File: src/rtl/riscv_div_pkg.sv
// riscv_div_pkg: shared width default, RV32M divide op encodings and FSM states
// for the iterative divider.
package riscv_div_pkg;

  localparam int XLEN_DEFAULT = 32;

  // funct3[1:0] of the RV32M divide group
  typedef enum logic [1:0] {
    OP_DIV  = 2'b00,
    OP_DIVU = 2'b01,
    OP_REM  = 2'b10,
    OP_REMU = 2'b11
  } div_op_e;

  typedef enum logic [2:0] {
    ST_IDLE,
    ST_LOAD,
    ST_DIVIDE,
    ST_FIX,
    ST_DONE
  } div_state_e;

  function automatic logic is_signed_op(div_op_e op);
    return (op == OP_DIV) || (op == OP_REM);
  endfunction

  function automatic logic is_rem_op(div_op_e op);
    return (op == OP_REM) || (op == OP_REMU);
  endfunction

endpackage

File: src/rtl/riscv_div_unit_if.sv
// riscv_div_unit_if: start/done request interface between the execute stage
// (master) and the iterative divider (slave).
interface riscv_div_unit_if
  import riscv_div_pkg::*;
#(
  parameter int XLEN = XLEN_DEFAULT
);

  logic            start;
  logic [1:0]      op;
  logic [XLEN-1:0] dividend;
  logic [XLEN-1:0] divisor;
  logic            ready;
  logic            busy;
  logic            valid;
  logic [XLEN-1:0] result;

  modport master (
    output start, op, dividend, divisor,
    input  ready, busy, valid, result
  );

  modport slave (
    input  start, op, dividend, divisor,
    output ready, busy, valid, result
  );

endinterface

File: src/rtl/riscv_div_unit_step.sv
// div_step: one combinational restoring-division iteration; the FSM registers
// its outputs once per cycle.
module div_step #(
  parameter int XLEN = 32
) (
  input  logic [XLEN-1:0] rem,
  input  logic [XLEN-1:0] quo,
  input  logic [XLEN-1:0] div,
  output logic [XLEN-1:0] rem_next,
  output logic [XLEN-1:0] quo_next
);

  logic [XLEN:0] shifted;
  logic [XLEN:0] trial;

  // The shifted partial remainder keeps its carry-out bit so unsigned divisors
  // above 2^(XLEN-1) still compare correctly.
  assign shifted = {rem, quo[XLEN-1]};
  assign trial   = shifted - {1'b0, div};

  always_comb begin
    // NOTE: every output gets a value on every path, so no latch is inferred.
    rem_next = shifted[XLEN-1:0];
    quo_next = {quo[XLEN-2:0], 1'b0};
    if (!trial[XLEN]) begin
      rem_next = trial[XLEN-1:0];
      quo_next = {quo[XLEN-2:0], 1'b1};
    end
  end

endmodule

File: src/rtl/riscv_div_unit.sv
// riscv_div_unit: multi-cycle restoring divider for RV32M DIV/DIVU/REM/REMU.
// Define DIV_EARLY_OUT_EN to finish early when |dividend| < |divisor|.
module riscv_div_unit
  import riscv_div_pkg::*;
#(
  parameter int XLEN = XLEN_DEFAULT
) (
  input logic             clk,
  input logic             reset,
  riscv_div_unit_if.slave bus
);

  localparam int CW = $clog2(XLEN);

  div_state_e      state_q, state_d;
  div_op_e         op_q;
  logic [XLEN-1:0] a_q, b_q;
  logic [XLEN-1:0] rem_q, quo_q, div_q;
  logic [XLEN-1:0] result_q;
  logic [CW-1:0]   cnt_q;
  logic            neg_quo_q, neg_rem_q;

  logic            ready, valid;
  logic            op_signed, a_neg, b_neg;
  logic [XLEN-1:0] a_mag, b_mag;
  logic            div_zero, early_out;
  logic [XLEN-1:0] step_rem, step_quo;
  logic [XLEN-1:0] fix_quo, fix_rem;

  assign op_signed = is_signed_op(op_q);
  assign a_neg     = op_signed && a_q[XLEN-1];
  assign b_neg     = op_signed && b_q[XLEN-1];
  assign a_mag     = a_neg ? -a_q : a_q;
  assign b_mag     = b_neg ? -b_q : b_q;
  assign div_zero  = (b_q == '0);

`ifdef DIV_EARLY_OUT_EN
  assign early_out = !div_zero && (a_mag < b_mag);
`else
  assign early_out = 1'b0;
`endif

  // -2^31 / -1 needs no special case: magnitude 2^31 negates back to itself.
  assign fix_quo = neg_quo_q ? -quo_q : quo_q;
  assign fix_rem = neg_rem_q ? -rem_q : rem_q;

  div_step #(.XLEN(XLEN)) u_step (
    .rem      (rem_q),
    .quo      (quo_q),
    .div      (div_q),
    .rem_next (step_rem),
    .quo_next (step_quo)
  );

  always_ff @(posedge clk) begin
    // NOTE: sequential state uses non-blocking assignments so every register
    // samples pre-edge values regardless of statement order.
    if (!reset) state_q <= ST_IDLE;
    else        state_q <= state_d;
  end

  always_comb begin
    state_d = state_q;
    ready   = 1'b0;
    valid   = 1'b0;
    case (state_q)
      ST_IDLE: begin
        ready = 1'b1;
        if (bus.start) state_d = ST_LOAD;
      end
      ST_LOAD: begin
        if (div_zero || early_out) state_d = ST_DONE;
        else                       state_d = ST_DIVIDE;
      end
      ST_DIVIDE: begin
        if (cnt_q == '0) state_d = ST_FIX;
      end
      ST_FIX: state_d = ST_DONE;
      ST_DONE: begin
        ready = 1'b1;
        valid = 1'b1;
        state_d = bus.start ? ST_LOAD : ST_IDLE;
      end
      default: state_d = ST_IDLE;
    endcase
  end

  assign bus.ready  = ready;
  assign bus.busy   = !ready;
  assign bus.valid  = valid;
  assign bus.result = result_q;

  always_ff @(posedge clk) begin
    // NOTE: synchronous reset clears every datapath register so an aborted
    // operation leaves no stale operands, partial results or result value.
    if (!reset) begin
      op_q      <= OP_DIV;
      a_q       <= '0;
      b_q       <= '0;
      rem_q     <= '0;
      quo_q     <= '0;
      div_q     <= '0;
      result_q  <= '0;
      cnt_q     <= '0;
      neg_quo_q <= 1'b0;
      neg_rem_q <= 1'b0;
    end else begin
      case (state_q)
        ST_IDLE, ST_DONE: begin
          if (bus.start) begin
            op_q <= div_op_e'(bus.op);
            a_q  <= bus.dividend;
            b_q  <= bus.divisor;
          end
        end
        ST_LOAD: begin
          if (div_zero) begin
            result_q <= is_rem_op(op_q) ? a_q : '1;
          end else if (early_out) begin
            result_q <= is_rem_op(op_q) ? a_q : '0;
          end else begin
            rem_q     <= '0;
            quo_q     <= a_mag;
            div_q     <= b_mag;
            cnt_q     <= CW'(XLEN - 1);
            neg_quo_q <= a_neg ^ b_neg;
            neg_rem_q <= a_neg;
          end
        end
        ST_DIVIDE: begin
          rem_q <= step_rem;
          quo_q <= step_quo;
          cnt_q <= cnt_q - CW'(1);
        end
        ST_FIX: begin
          result_q <= is_rem_op(op_q) ? fix_rem : fix_quo;
        end
        default: ;
      endcase
    end
  end

endmodule

File: src/flat_wrapper.sv
// flat-port wrapper written by rule: the top's interface ports become plain ports
module riscv_div_unit_flat import riscv_div_pkg::*;
#(
  parameter int XLEN = XLEN_DEFAULT
)
  (clk, reset, bus_start, bus_op, bus_dividend, bus_divisor, bus_ready, bus_busy, bus_valid, bus_result);
  riscv_div_unit_if #(.XLEN(XLEN)) bus_i ();
  input logic clk;
  input logic reset;
  input wire logic [$bits(bus_i.start)-1:0] bus_start;
  input wire logic [$bits(bus_i.op)-1:0] bus_op;
  input wire logic [$bits(bus_i.dividend)-1:0] bus_dividend;
  input wire logic [$bits(bus_i.divisor)-1:0] bus_divisor;
  output wire logic [$bits(bus_i.ready)-1:0] bus_ready;
  output wire logic [$bits(bus_i.busy)-1:0] bus_busy;
  output wire logic [$bits(bus_i.valid)-1:0] bus_valid;
  output wire logic [$bits(bus_i.result)-1:0] bus_result;
  assign bus_i.start = bus_start;
  assign bus_i.op = bus_op;
  assign bus_i.dividend = bus_dividend;
  assign bus_i.divisor = bus_divisor;
  assign bus_ready = bus_i.ready;
  assign bus_busy = bus_i.busy;
  assign bus_valid = bus_i.valid;
  assign bus_result = bus_i.result;
  riscv_div_unit #(.XLEN(XLEN)) u_core (.clk(clk), .reset(reset), .bus(bus_i));
endmodule
File: config.mk
export PLATFORM = sky130hd
export DESIGN_NAME = riscv_div_unit_flat
export DESIGN_NICKNAME = d
export VERILOG_FILES = /design/src/rtl/riscv_div_pkg.sv /design/src/rtl/riscv_div_unit_if.sv /design/src/rtl/riscv_div_unit_step.sv /design/src/rtl/riscv_div_unit.sv /design/src/flat_wrapper.sv
export SDC_FILE = /design/constraint.sdc
export NUM_CORES = 1
export LEC_CHECK = 0
export ABC_AREA = 1
export CAP_MARGIN = 30
export CORE_MARGIN = 4
export CORE_UTILIZATION = 55
export DETAILED_ROUTE_END_ITERATION = 8
export PLACE_DENSITY = 0.88
export RECOVER_POWER = 100
export SLEW_MARGIN = 30
export SYNTH_ARGS = -nofsm -noshare
export SYNTH_HDL_FRONTEND = slang
export SYNTH_SLANG_ARGS = --single-unit
File: constraint.sdc
create_clock -name clk -period 2 [get_ports clk]
set_input_delay 0.2 -clock clk [delete_from_list [all_inputs] [get_ports clk]]
set_output_delay 0.2 -clock clk [all_outputs]
set_load 0.05 [all_outputs]
==> results of run 1 <==
[per-layer routing]
metal	share of wire	vias to the layer above	wire, um
met4	0.068	0	4758
met1	0.38	8890	26250
met3	0.14	473	9464
li1	-	8587	-
met2	0.42	1652	29060
met5	0	-	0
[worst max-delay path, stage by stage, from the launching register on]
cell and delay [ns]:
dfxtp_2 0.32, nor2_2 0.16, nand3_2 0.14, or2_1 0.29, nor3_2 0.35, nand2_1 0.17
nand2_2 0.17, clkinvlp_4 0.26, a21oi_2 0.24, nand2_1 0.13, a21oi_1 0.13
[power by group]
group | total, W | switching, W | internal [W]
combinational | 0.0147 | 0.00889 | 0.00576
sequential | 0.00546 | 0.000746 | 0.00472
clock | 0.00469 | 0.00199 | 0.00269
total | 0.0248 | 0.0116 | 0.0132
[cell usage after synthesis (3+ instances only)]
cell	instances	area, sq um
a211oi_2	9	112.6
a21oi_1	229	1146
a21oi_2	12	105.1
a31oi_1	12	75.07
and2_1	5	31.28
buf_1	5	18.77
buf_2	15	75.07
buf_4	4	30.03
buf_6	12	135.1
clkbuf_1	63	236.5
dfxtp_1	204	4084
ha_1	38	475.5
inv_1	315	1182
nand2_1	622	2335
nand2_2	7	43.79
nand3_1	244	1221
nand3b_1	7	52.55
nand4_1	33	206.5
nor2_1	213	799.5
nor3_1	22	110.1
o211ai_1	11	82.58
o21ai_0	224	1121
o21ai_1	10	50.05
o21bai_1	5	37.54
o22ai_1	3	18.77
or2_2	4	25.02
xnor2_1	14	122.6
xor2_1	44	385.4
[cell type report]
class | count | area (sq um)
clock inverters | 10 | 131.4
inverters | 319 | 1206
repair buffers | 448 | 4189
clock buffers | 32 | 690.7
multi-input cells | 1787 | 10130
well taps | 335 | 419.2
flip-flops and latches | 204 | 4103
fillers | 1691 | 5117
[what timing repair did]
action	4_1_cts	5_1_grt
buffers inserted	26	28
setup endpoints to repair	111	137
hold buffers	0	0
cloned	10	11
gates resized for setup	141	296
pin swaps	25	84
hold endpoints to repair	0	0
[stage by stage]
| stage | instance area (sq um) | std cells | total power [W] | setup slack (ns) | hold slack (ns) |
|---|---|---|---|---|---|
| 6_report | 20870 | 3135 | 0.02480 | -0.4450 | 0.03316 |
| 5_1_grt | 20870 | 3135 | 0.02569 | -0.4999 | 0.05789 |
| 4_1_cts | 19650 | 3108 | 0.02216 | -0.2027 | 0.02901 |
| 3_5_place_dp | 17770 | 3031 | 0.01644 | -0.2727 | 0.4562 |
| 3_3_place_gp | 17770 | 3031 | 0.01625 | -0.2773 | 0.4501 |
| 2_1_floorplan | 14590 | 2409 | 0.01193 | -0.08643 | 0.3667 |
[worst paths after layout]
kind | startpoint | to | cells after the start
worst min register to register | u_core.bus.result[26] | u_core.bus.result[26] | 2
worst max-delay path | u_core.b_q[19] | u_core.bus.result[30] | 10
worst min-delay path | reset | u_core.a_q[9] | 3
worst max register to register | u_core.b_q[19] | u_core.bus.result[30] | 10
[logic make-up (layout without fill, tap and decap cells)]
| kind of cell | Yosys count | count (layout) | share of synthesized area |
|---|---|---|---|
| AND/OR/NAND/NOR | 1167 | 1168 | 0.3390 |
| adder cells (fa/ha/maj) | 39 | 39 | 0.03412 |
| AO/OA/AOI/OAI | 522 | 522 | 0.1930 |
| buffers and inverters | 419 | 809 | 0.1176 |
| flip-flops | 204 | 204 | 0.2813 |
| XOR/XNOR | 58 | 58 | 0.03499 |
[registers in the layout, indices dropped and copies added (netlist names)]
name,cells
u_core.neg_rem_q,1
u_core.neg_quo_q,1
u_core.op_q,2
u_core.b_q,32
u_core.div_q,32
u_core.rem_q,32
u_core.cnt_q,5
u_core.a_q,32
u_core.quo_q,32
u_core.state_q,3
u_core.bus.result,32
==> out/metrics.cfg, run 1 <==
[run_status]
outcome = finished with violations
violations = DRC, setup timing

[global_routing]
grt_busiest_layer = met2
grt_pass1_wl_um = 92290
grt.total_usage = 0.4001
use_met2 = 0.6087
met1_usage = 0.5603
grt_pass1_vias = 16787
grt_max_degree = 89
antenna_found_initial = 0
grt.met3_usage = 0.09222
grt.overflow.total = 0

[cells_and_area]
nets = 2892
mostFrequentLayoutCells = nand2_1, inv_1, buf_4, nand3_1, dfxtp_1
area_growth_syn_to_layout_pct = 43.71
drive_gt1_frac = 0.2575
num_antenna_cells = 0
final_util = 0.8031
layout_commonest_cell = nand2_1

[setup_path]
critPathKind = reg -> reg
start_kind = flop
rrSetupSlack_ns = -0.44
critPathCaptureType = flop
cp_max_fo = 7
worstPathRequired_ns = 2.48
arrival_ns = 2.92

[cts]
cts_tree = done
insertion_delay_ns = 0.57
clkSlewWorstSetupHoldPaths_ns = 0.06
numCtsBuffers = 24
cts-root-buf = clkbuf_16
cts_buffer_depth = 3
htree_levels = 1
clock_sinks = 204

[synthesis]
netlist_area_sq_mm = 0.01452
synth_seq_area_share = 0.2813
syn_nets = 2517
synth_warnings = 0
synth_edf_count = 0
syn_inst = 2409
async_flop_share = 0
synth.distinct_cells = 45
ys_seq_elements = 204
syn_area_per_cell_sq_um = 6.027
ys.flop_type = dfxtp_1

[floorplanning]
io_pins = 104
rows = 59
fp.dieW_um = 170.5
die-area_sq_mm = 0.02906
die_y_um = 170.5
core_sq_mm = 0.02598
initial_core_util = 0.5588

[timing]
clock.fmax_ghz = 0.4090
slew_headroom = 0.3858
tns_ns = -41.03
worst_pin_slew_ns = 0.9190
finalWorstSetupSlack_ns = -0.4450
finalSetupViolCount = 147
fin_skew_ns = 0.02709
rsz0062_at_grt = true
period_minus_slack_ns = 2.445
drv_slew = 0
hold_viol = 0
min_period_over_period = 1.222

[route]
via_per_inst = 6.253
drt_iter0_drc = 3333
drtPass1Iterations = 9
drc_errors = 1
num_vias = 19602
routedWlPerCell_um = 22.18
ant_nets = 0
wirelength_um = 69530

[placed_design]
port_buffers = 103
dp_hpwl_um = 44640
routabilityCongestion = 1.017

[power]
power_density_mw_per_mm2 = 1188
power.leakage_nw = 9.769
vdd_drop_max_mv = 1.133

[job]
drv_cap = 0

[hold_path]
hp-class = in -> reg

(Power assumes the default switching activity.)
==> inputs of run 2 (changes only) <==
CORE_UTILIZATION = 35   (was 55)
PLACE_DENSITY = 0.64   (was 0.88)
RECOVER_POWER = 25   (was 100)
==> run 2 against run 1 <==
- count of clock-buffer cells in the layout decreased by 2
- flip-flop and latch count stayed put
- cell area about the same
- die area rose by 54%
- critical path type unchanged
- critical endpoint is now u_core.rem_q[12]
- the flow finishes with violations (setup timing)
- clock skew rose by 0.0019 ns
- utilization down 29 points
==> out/metrics.cfg, run 2 (synthesis gave the netlist of run 1 again) <==
[global_routing]
grt.total_usage = 0.2513
grt_pass1_wl_um = 89730
grt.overflow.total = 0
met1_usage = 0.3664
grt.met3_usage = 0.03927
use_met2 = 0.3855
grt_busiest_layer = met2
grt_pass1_vias = 16125
antenna_found_initial = 1
grt_max_degree = 64

[timing]
finalWorstSetupSlack_ns = -0.3254
hold_viol = 0
drv_slew = 0
min_period_over_period = 1.163
fin_skew_ns = 0.02895
rsz0062_at_grt = true
worst_pin_slew_ns = 0.7751
clock.fmax_ghz = 0.4300
period_minus_slack_ns = 2.325
slew_headroom = 0.4820
finalSetupViolCount = 62

[placed_design]
place_area_sq_mm = 0.01840
dpl.cell_count = 3268
dp_hpwl_um = 46070
routabilityCongestion = 0.9922
port_buffers = 103

[power]
p_clk_frac = 0.200
power.share.switching = 0.4493
p_int_w = 0.01275
vdd_drop_max_mv = 0.6418
seq_power_share = 0.226
power_density_mw_per_mm2 = 1109
p_switching_w = 0.01040
p_comb_frac = 0.574
power.leakage_nw = 10.02
power_w = 0.02316

[cts]
numCtsBuffers = 26
htree_levels = 1
insertion_delay_ns = 0.57
cts_buffer_depth = 3
clkSlewWorstSetupHoldPaths_ns = 0.06
clock_sinks = 204
cts_tree = done
cts-root-buf = clkbuf_16

[setup_path]
timing.rr.end = u_core.rem_q[12]
critPathCaptureType = flop
start_kind = flop
r2r_cells = 19
worstReg2RegStart = u_core.quo_q[31]
rrSetupSlack_ns = -0.33
crit_chain = inv_2 > ha_4 > fa_2 > inv_2 > nand2_1 > nand2_1 > nand3_1 > nand2_2 > nand2_1 > nand2_2 > nand2_4 > nand2_4 > nand2_4 > nand2_4 > buf_6 > buf_12 > nand2_2 > nand3_2 > a21oi_2
slowest_stage = fa_2
cpMostUsedCell = nand2_4
arrival_ns = 2.75
slowest_delay_ns = 0.39
worstPathRequired_ns = 2.43
cp_max_fo = 7
critPathKind = reg -> reg

[route]
ant_nets = 0
drtPass1Iterations = 6
via_per_inst = 5.185
drc_errors = 0
routedWlPerCell_um = 17.91
wirelength_um = 60170
drt_iter0_drc = 1637
num_vias = 17416

[hold_path]
hold_path_end = u_core.bus.result[11]
hp-class = in -> reg
worstHoldStart = reset
min_path_cells = 3

[floorplanning]
io_pins = 104
die-area_sq_mm = 0.04481
initial_core_util = 0.3548
core_sq_mm = 0.04092
die_y_um = 211.7
rows = 74
fp.dieW_um = 211.7

[cells_and_area]
nets = 2919
postLayoutCellArea_sq_mm = 0.02088
area_growth_syn_to_layout_pct = 43.77
final_cells = 3359
mostFrequentLayoutCells = nand2_1, buf_4, inv_1, nand3_1, a21oi_1
drive_gt1_frac = 0.2310
final_util = 0.5101
num_antenna_cells = 0
layout_commonest_cell = nand2_1

[job]
drv_cap = 0

[run_status]
violations = setup timing
outcome = finished with violations

[run 2: changes by cell type in the layout (fill, tap and decap cells not counted), moves of 8 or more]
cell,change
a21oi_1,+27
a21oi_2,-30
buf_4,+28
clkdlybuf4s50_1,-8
dlymetal6s2s_1,+13
ha_1,+15
ha_4,-16
inv_1,+15
inv_2,-15
nand2_1,+13
nand3_1,+9
nand3_2,-8
[run 2: worst max path at each step]
| stage | startpoint | end | cells after the start |
|---|---|---|---|
| floorplan | u_core.quo_q[31] | u_core.rem_q[22] | 17 |
| global placement | u_core.rem_q[24] | u_core.rem_q[26] | 14 |
| detailed placement | u_core.rem_q[24] | u_core.rem_q[21] | 14 |
| CTS | u_core.quo_q[31] | u_core.rem_q[12] | 19 |
| global route | u_core.quo_q[31] | u_core.rem_q[6] | 19 |
| finish | u_core.quo_q[31] | u_core.rem_q[12] | 19 |
[run 2: routing by layer]
metal | share of wire | vias to the layer above | wire (um)
met4 | 0.030 | 0 | 1820
met1 | 0.46 | 8095 | 27720
met2 | 0.43 | 554 | 26170
li1 | - | 8668 | -
met3 | 0.074 | 99 | 4465
met5 | 0 | - | 0
[run 2: metrics by stage]
| step | hold WS, ns | worst slack, ns | TNS, ns |
|---|---|---|---|
| 6_report | 0.04920 | -0.3254 | -9.488 |
| 5_1_grt | 0.03342 | -0.4259 | -19.12 |
| 4_1_cts | 0.03417 | -0.2731 | -8.193 |
| 3_5_place_dp | 0.4553 | -0.3167 | -21.87 |
| 3_3_place_gp | 0.4506 | -0.2453 | -17.74 |
| 2_1_floorplan | 0.3667 | -0.08643 | -1.707 |
[run 2: power groups by stage]
stage                     clock [W]  sequential (W)  combinational [W]
after floorplan                   0         0.00538            0.00655
after global placement            0         0.00524             0.0116
after detailed placement          0         0.00527             0.0116
after CTS                   0.00471         0.00519             0.0123
after global routing        0.00487         0.00531             0.0145
final                       0.00463         0.00524             0.0133
[run 2: layout make-up]
class	count	area [sq um]
Clock buffer	30	695.7
Inverter	319	1204
Clock inverter	14	133.9
Timing Repair Buffer	474	4400
Tap cell	532	665.6
Fill cell	4154	20050
Sequential cell	204	4095
Multi-Input combinational cell	1786	9681
[run 2: worst max-delay path: cells and delay by family, from the launching register on]
family / cells / cell delay (ns)
AO/OA/AOI/OAI: 1 / 0.05
buffers and inverters: 4 / 0.37
adder cells (fa/ha/maj): 2 / 0.55
AND/OR/NAND/NOR: 12 / 0.89
flip-flops: 1 / 0.33
[run 2: what timing repair did]
| action | CTS | global route |
|---|---|---|
| gates resized for setup | 102 | 222 |
| gates cloned | 4 | 13 |
| pin swaps | 20 | 47 |
| endpoints found under the setup margin | 131 | 122 |
| hold buffers | 0 | 0 |
| buffers inserted | 17 | 20 |
==> RTL edit 1: new RTL, settings of run 2 <==
The package constant `XLEN_DEFAULT` goes from 32 to 16.
--- a/src/rtl/riscv_div_pkg.sv
+++ b/src/rtl/riscv_div_pkg.sv
@@ -4,3 +4,3 @@
 
-  localparam int XLEN_DEFAULT = 32;
+  localparam int XLEN_DEFAULT = 16;
 
Interface: changed (resized bus_dividend, bus_divisor and bus_result); port bits go from 104 to 56. The function was not compared with the original's and may differ.
==> RTL edit 1 against run 2 <==
  * The run still ends with negative setup slack left
  * Sequential power fell by 42%
  * First-iteration DRC count fell by 62%
  * Utilization fell by 6.9 points
  * Routed wire length fell by 64%
  * Worst setup slack improved by 210 ps
  * Area after synthesis fell by 51%
  * Maximum frequency rose by 9.8%
  * Total power fell by 36%
  * Final area fell by 57%
  * Sequential cell count fell by 97
  * Largest cell class unchanged
==> RTL edit 1: results (changes against run 2) <==
metric,value,unit,change
fin_hold_ws,330,ps,was 49.2 ps
initialDrtViolationCount,628,,was 1637
vdd_drop_max,1.03,mV,was 0.642 mV
synth_xor_xnor_area_share,3.30,%,was 3.50%
routed_via_density,5.01,,was 5.18
min_delay_worst_endpoint,u_core.b_q[1],,was u_core.bus.result[11]
cts_setup_buffers,3,,was 17
finalSetupViolCount,17,,was 62
drt_first_pass_iters,5,,was 6
r2r-end,u_core.rem_q[4],,was u_core.rem_q[12]
status,"complete, but fails checks",,unchanged
dpl_cell_area,0.00830,mm2,was 0.0184 mm2
grt_usage,18.8,%,was 25.1%
wl_per_cell,14.5,um,was 17.9 um
worst-endpoint-arrival,2410,ps,was 2750 ps
synth_common_cells,"257 x nand2_1, 136 x inv_1, 124 x nand3_1",,"was 622 x nand2_1, 315 x inv_1, 244 x nand3_1"
grt_start_max_net_pins,58,,was 64
relSlewSlack,36.4,%,was 48.2%
cts_max_path_buffers,2,,was 3
grt_pass1_vias,6737,,was 16.1k
power_leakage,4.01,nW,was 10.0 nW
place_ws,-88.2,ps,was -317 ps
numCtsBuffers,9,,was 26
synth_cell_types,47,,was 45
cts-htree-levels,3,,was 1
layout_setup_ws,-119,ps,was -325 ps
layout-drive-gt1-share,15.6,%,was 23.1%
combPwrFrac,67.2,%,was 57.4%
synth_fa_ha_area_share,3.94,%,was 3.41%
violations,negative setup slack,,unchanged
clockPowerShare,12.3,%,was 20.0%
startpoint,u_core.quo_q[15],,was u_core.quo_q[31]
fin_nets,1262,,was 2919
reg2reg_slack,-120,ps,was -330 ps
synth.area.top_cells,"dfxtp_1 30%, nand2_1 13%, nand3_1 8.7%",,"was dfxtp_1 28%, nand2_1 16%, nand3_1 8.4%"
r2r_cells,15,,was 19
cp_max_fo,8,,was 7
-- RTL edit 1: changes by cell type in the layout (fill, tap and decap cells not counted), sizes merged, moves of 29 or more --
cell           change
nand2            -348
buf              -299
inv              -167
a21oi            -147
o21ai            -134
nor2             -117
nand3            -111
dfxtp             -97
clkdlybuf4s50     -34
clkbuf            -29
-- RTL edit 1: per-layer routing --
metal,vias up,wire [um],track usage [%]
met5,-,0,0
met4,0,382,5.17
met3,25,1020,2.48
met2,227,9710,29.8
met1,3354,10300,26.8
li1,3806,-,-
-- RTL edit 1: cells by family after synthesis --
kind of cell | Yosys count
DFF | 107
and+or+nand+nor | 544
xor gates and xnor gates | 27
adders and majority gates | 22
buffers and inverters | 194
AOI/OAI and AO/OA | 223
-- RTL edit 1: final cells by class --
class	instances	area (um2)	area share (%)
multi-input combinational	817	4450	49.9
sequential	107	2140	24.1
timing repair buffer	119	1110	12.4
inverter	148	564	6.34
tap	270	338	3.79
clock buffer	9	225	2.53
clock inverter	7	71.3	0.801
timing repair inverter	1	7.51	0.0843
==> RTL edit 2: new RTL, config.mk and constraints of run 2 <==
Without the edit above. The 5 states of `div_state_e` get a one-hot encoding in 5 bits.
--- a/src/rtl/riscv_div_pkg.sv
+++ b/src/rtl/riscv_div_pkg.sv
@@ -14,8 +14,8 @@
 
-  typedef enum logic [2:0] {
-    ST_IDLE,
-    ST_LOAD,
-    ST_DIVIDE,
-    ST_FIX,
-    ST_DONE
+  typedef enum logic [4:0] {
+    ST_IDLE   = 5'b00001,
+    ST_LOAD   = 5'b00010,
+    ST_DIVIDE = 5'b00100,
+    ST_FIX    = 5'b01000,
+    ST_DONE   = 5'b10000
   } div_state_e;
Check against the original RTL: no difference found for any inputs over 4 cycles, from zero or initial values and one cycle with reset low; so few cycles prove little.
==> RTL edit 2 against run 2 <==
  * The flow still finishes with violations (negative setup slack)
  * Clock skew is 13 ps lower
  * Worst setup slack better by 65 ps
  * Routed wire length is 4.1% lower
  * Utilization is 0.37 points lower
  * Area after synthesis is 0.69% higher
  * Final area is 0.27% lower
  * Sequential cell count is 2 higher
  * Highest routed layer unchanged
Power is not compared: it rests on default switching activity, and its combinational part moved more than twofold at a synthesized area within 25%.
==> RTL edit 2: results (changes against run 2) <==
metric,value,unit,change
status,"complete, but fails checks",,unchanged
violations,negative setup slack,,unchanged
r2r_cells,18,,was 19
fillCellCount,4215,,was 4154
worst-endpoint-arrival,2680,ps,was 2750 ps
clock_skew,16.1,ps,was 29.0 ps
layout_setup_ws,-260,ps,was -325 ps
grt_start_max_net_pins,97,,was 64
grt_pass1_vias,16300,,was 16.1k
synth_fp_nets,2563,,was 2517
vias,17500,,was 17.4k
finalSetupViolCount,103,,was 62
numCtsBuffers,25,,was 26
placed_cells,3288,,was 3268
initialDrtViolationCount,1625,,was 1637
ys_seq_area_share,28.2,%,was 28.1%
routed_wl,57700,um,was 60200 um
wl_per_cell,17.1,um,was 17.9 um
layout-drive-gt1-share,23.6,%,was 23.1%
cp_max_fo,6,,was 7
grt_usage,23.9,%,was 25.1%
dp.final_hpwl,43400,um,was 46100 um
antenna_found_initial,0,,was 1
synth_fa_ha_area_share,3.39,%,was 3.41%
hold_depth,4,,was 3
dpl_cell_area,0.0182,mm2,was 0.0184 mm2
drt_first_pass_iters,5,,was 6
place_ws,-258,ps,was -317 ps
relSlewSlack,56.9,%,was 48.2%
gp_congestion,0.946,,was 0.992
synth_cell_types,46,,was 45
RTL edit 2: per-layer routing:
layer	GRT usage [%]	wire length [um]	share of wire, %
met5	0	0	0
met4	7.46	1870	3.2
met1	34.6	26500	46
met3	2.41	3720	6.5
met2	37.6	25600	44
RTL edit 2: cell families (layout without fill, tap and decap cells):
group           count (synthesis)  after routing
fa+ha+maj                      39             39
xor+xnor                       54             54
compound gates                516            516
buf+inv                       425            809
flops                         206            206
simple gates                 1215           1216
RTL edit 2: power by group through the flow:
| stage | logic (mW) | clock network, mW | registers, mW |
|---|---|---|---|
| after floorplan | 2.79 | 0 | 4.54 |
| after global placement | 4.57 | 0 | 4.58 |
| after detailed placement | 4.61 | 0 | 4.59 |
| after CTS | 4.81 | 4.82 | 4.50 |
| after global routing | 6.06 | 4.98 | 4.54 |
| final | 5.54 | 4.76 | 4.51 |
RTL edit 2: what timing repair did:
item                       CTS  global route
pin swaps                   12            83
gates cloned                 2            11
gates resized for setup     59           321
buffers inserted            10            15
setup endpoints to repair   84           142
RTL edit 2: cell type report:
| type | count | area (um2) | share of cell area (%) |
|---|---|---|---|
| clock buffers | 32 | 682 | 3.28 |
| clock inverters | 14 | 171 | 0.823 |
| inverters | 323 | 1230 | 5.92 |
| multi-input cells | 1825 | 9980 | 47.9 |
| flip-flops and latches | 206 | 4150 | 19.9 |
| well taps | 532 | 666 | 3.20 |
| repair buffers | 440 | 3940 | 18.9 |
RTL edit 2: path summary, 6_finish.rpt:
kind / endpoint / slack [ps]
hold reg to reg: u_core.cnt_q[4] / 470
setup reg to reg: u_core.rem_q[13] / -260
hold / removal: u_core.bus.result[6] / 180
setup / recovery: u_core.rem_q[13] / -260
RTL edit 2: critical path: cells and delay by family, from the launching register on:
kind,cells,cell delay (ps)
simple gates,12,890
fa+ha+maj,2,560
flops,1,330
buf+inv,3,290
compound gates,1,70
RTL edit 2: stage by stage:
stage / hold slack (ps) / power [mW]
2_1_floorplan: 329 / 7.33
3_3_place_gp: 451 / 9.15
3_5_place_dp: 454 / 9.20
4_1_cts: 153 / 14.1
5_1_grt: 195 / 15.6
6_report: 178 / 14.8
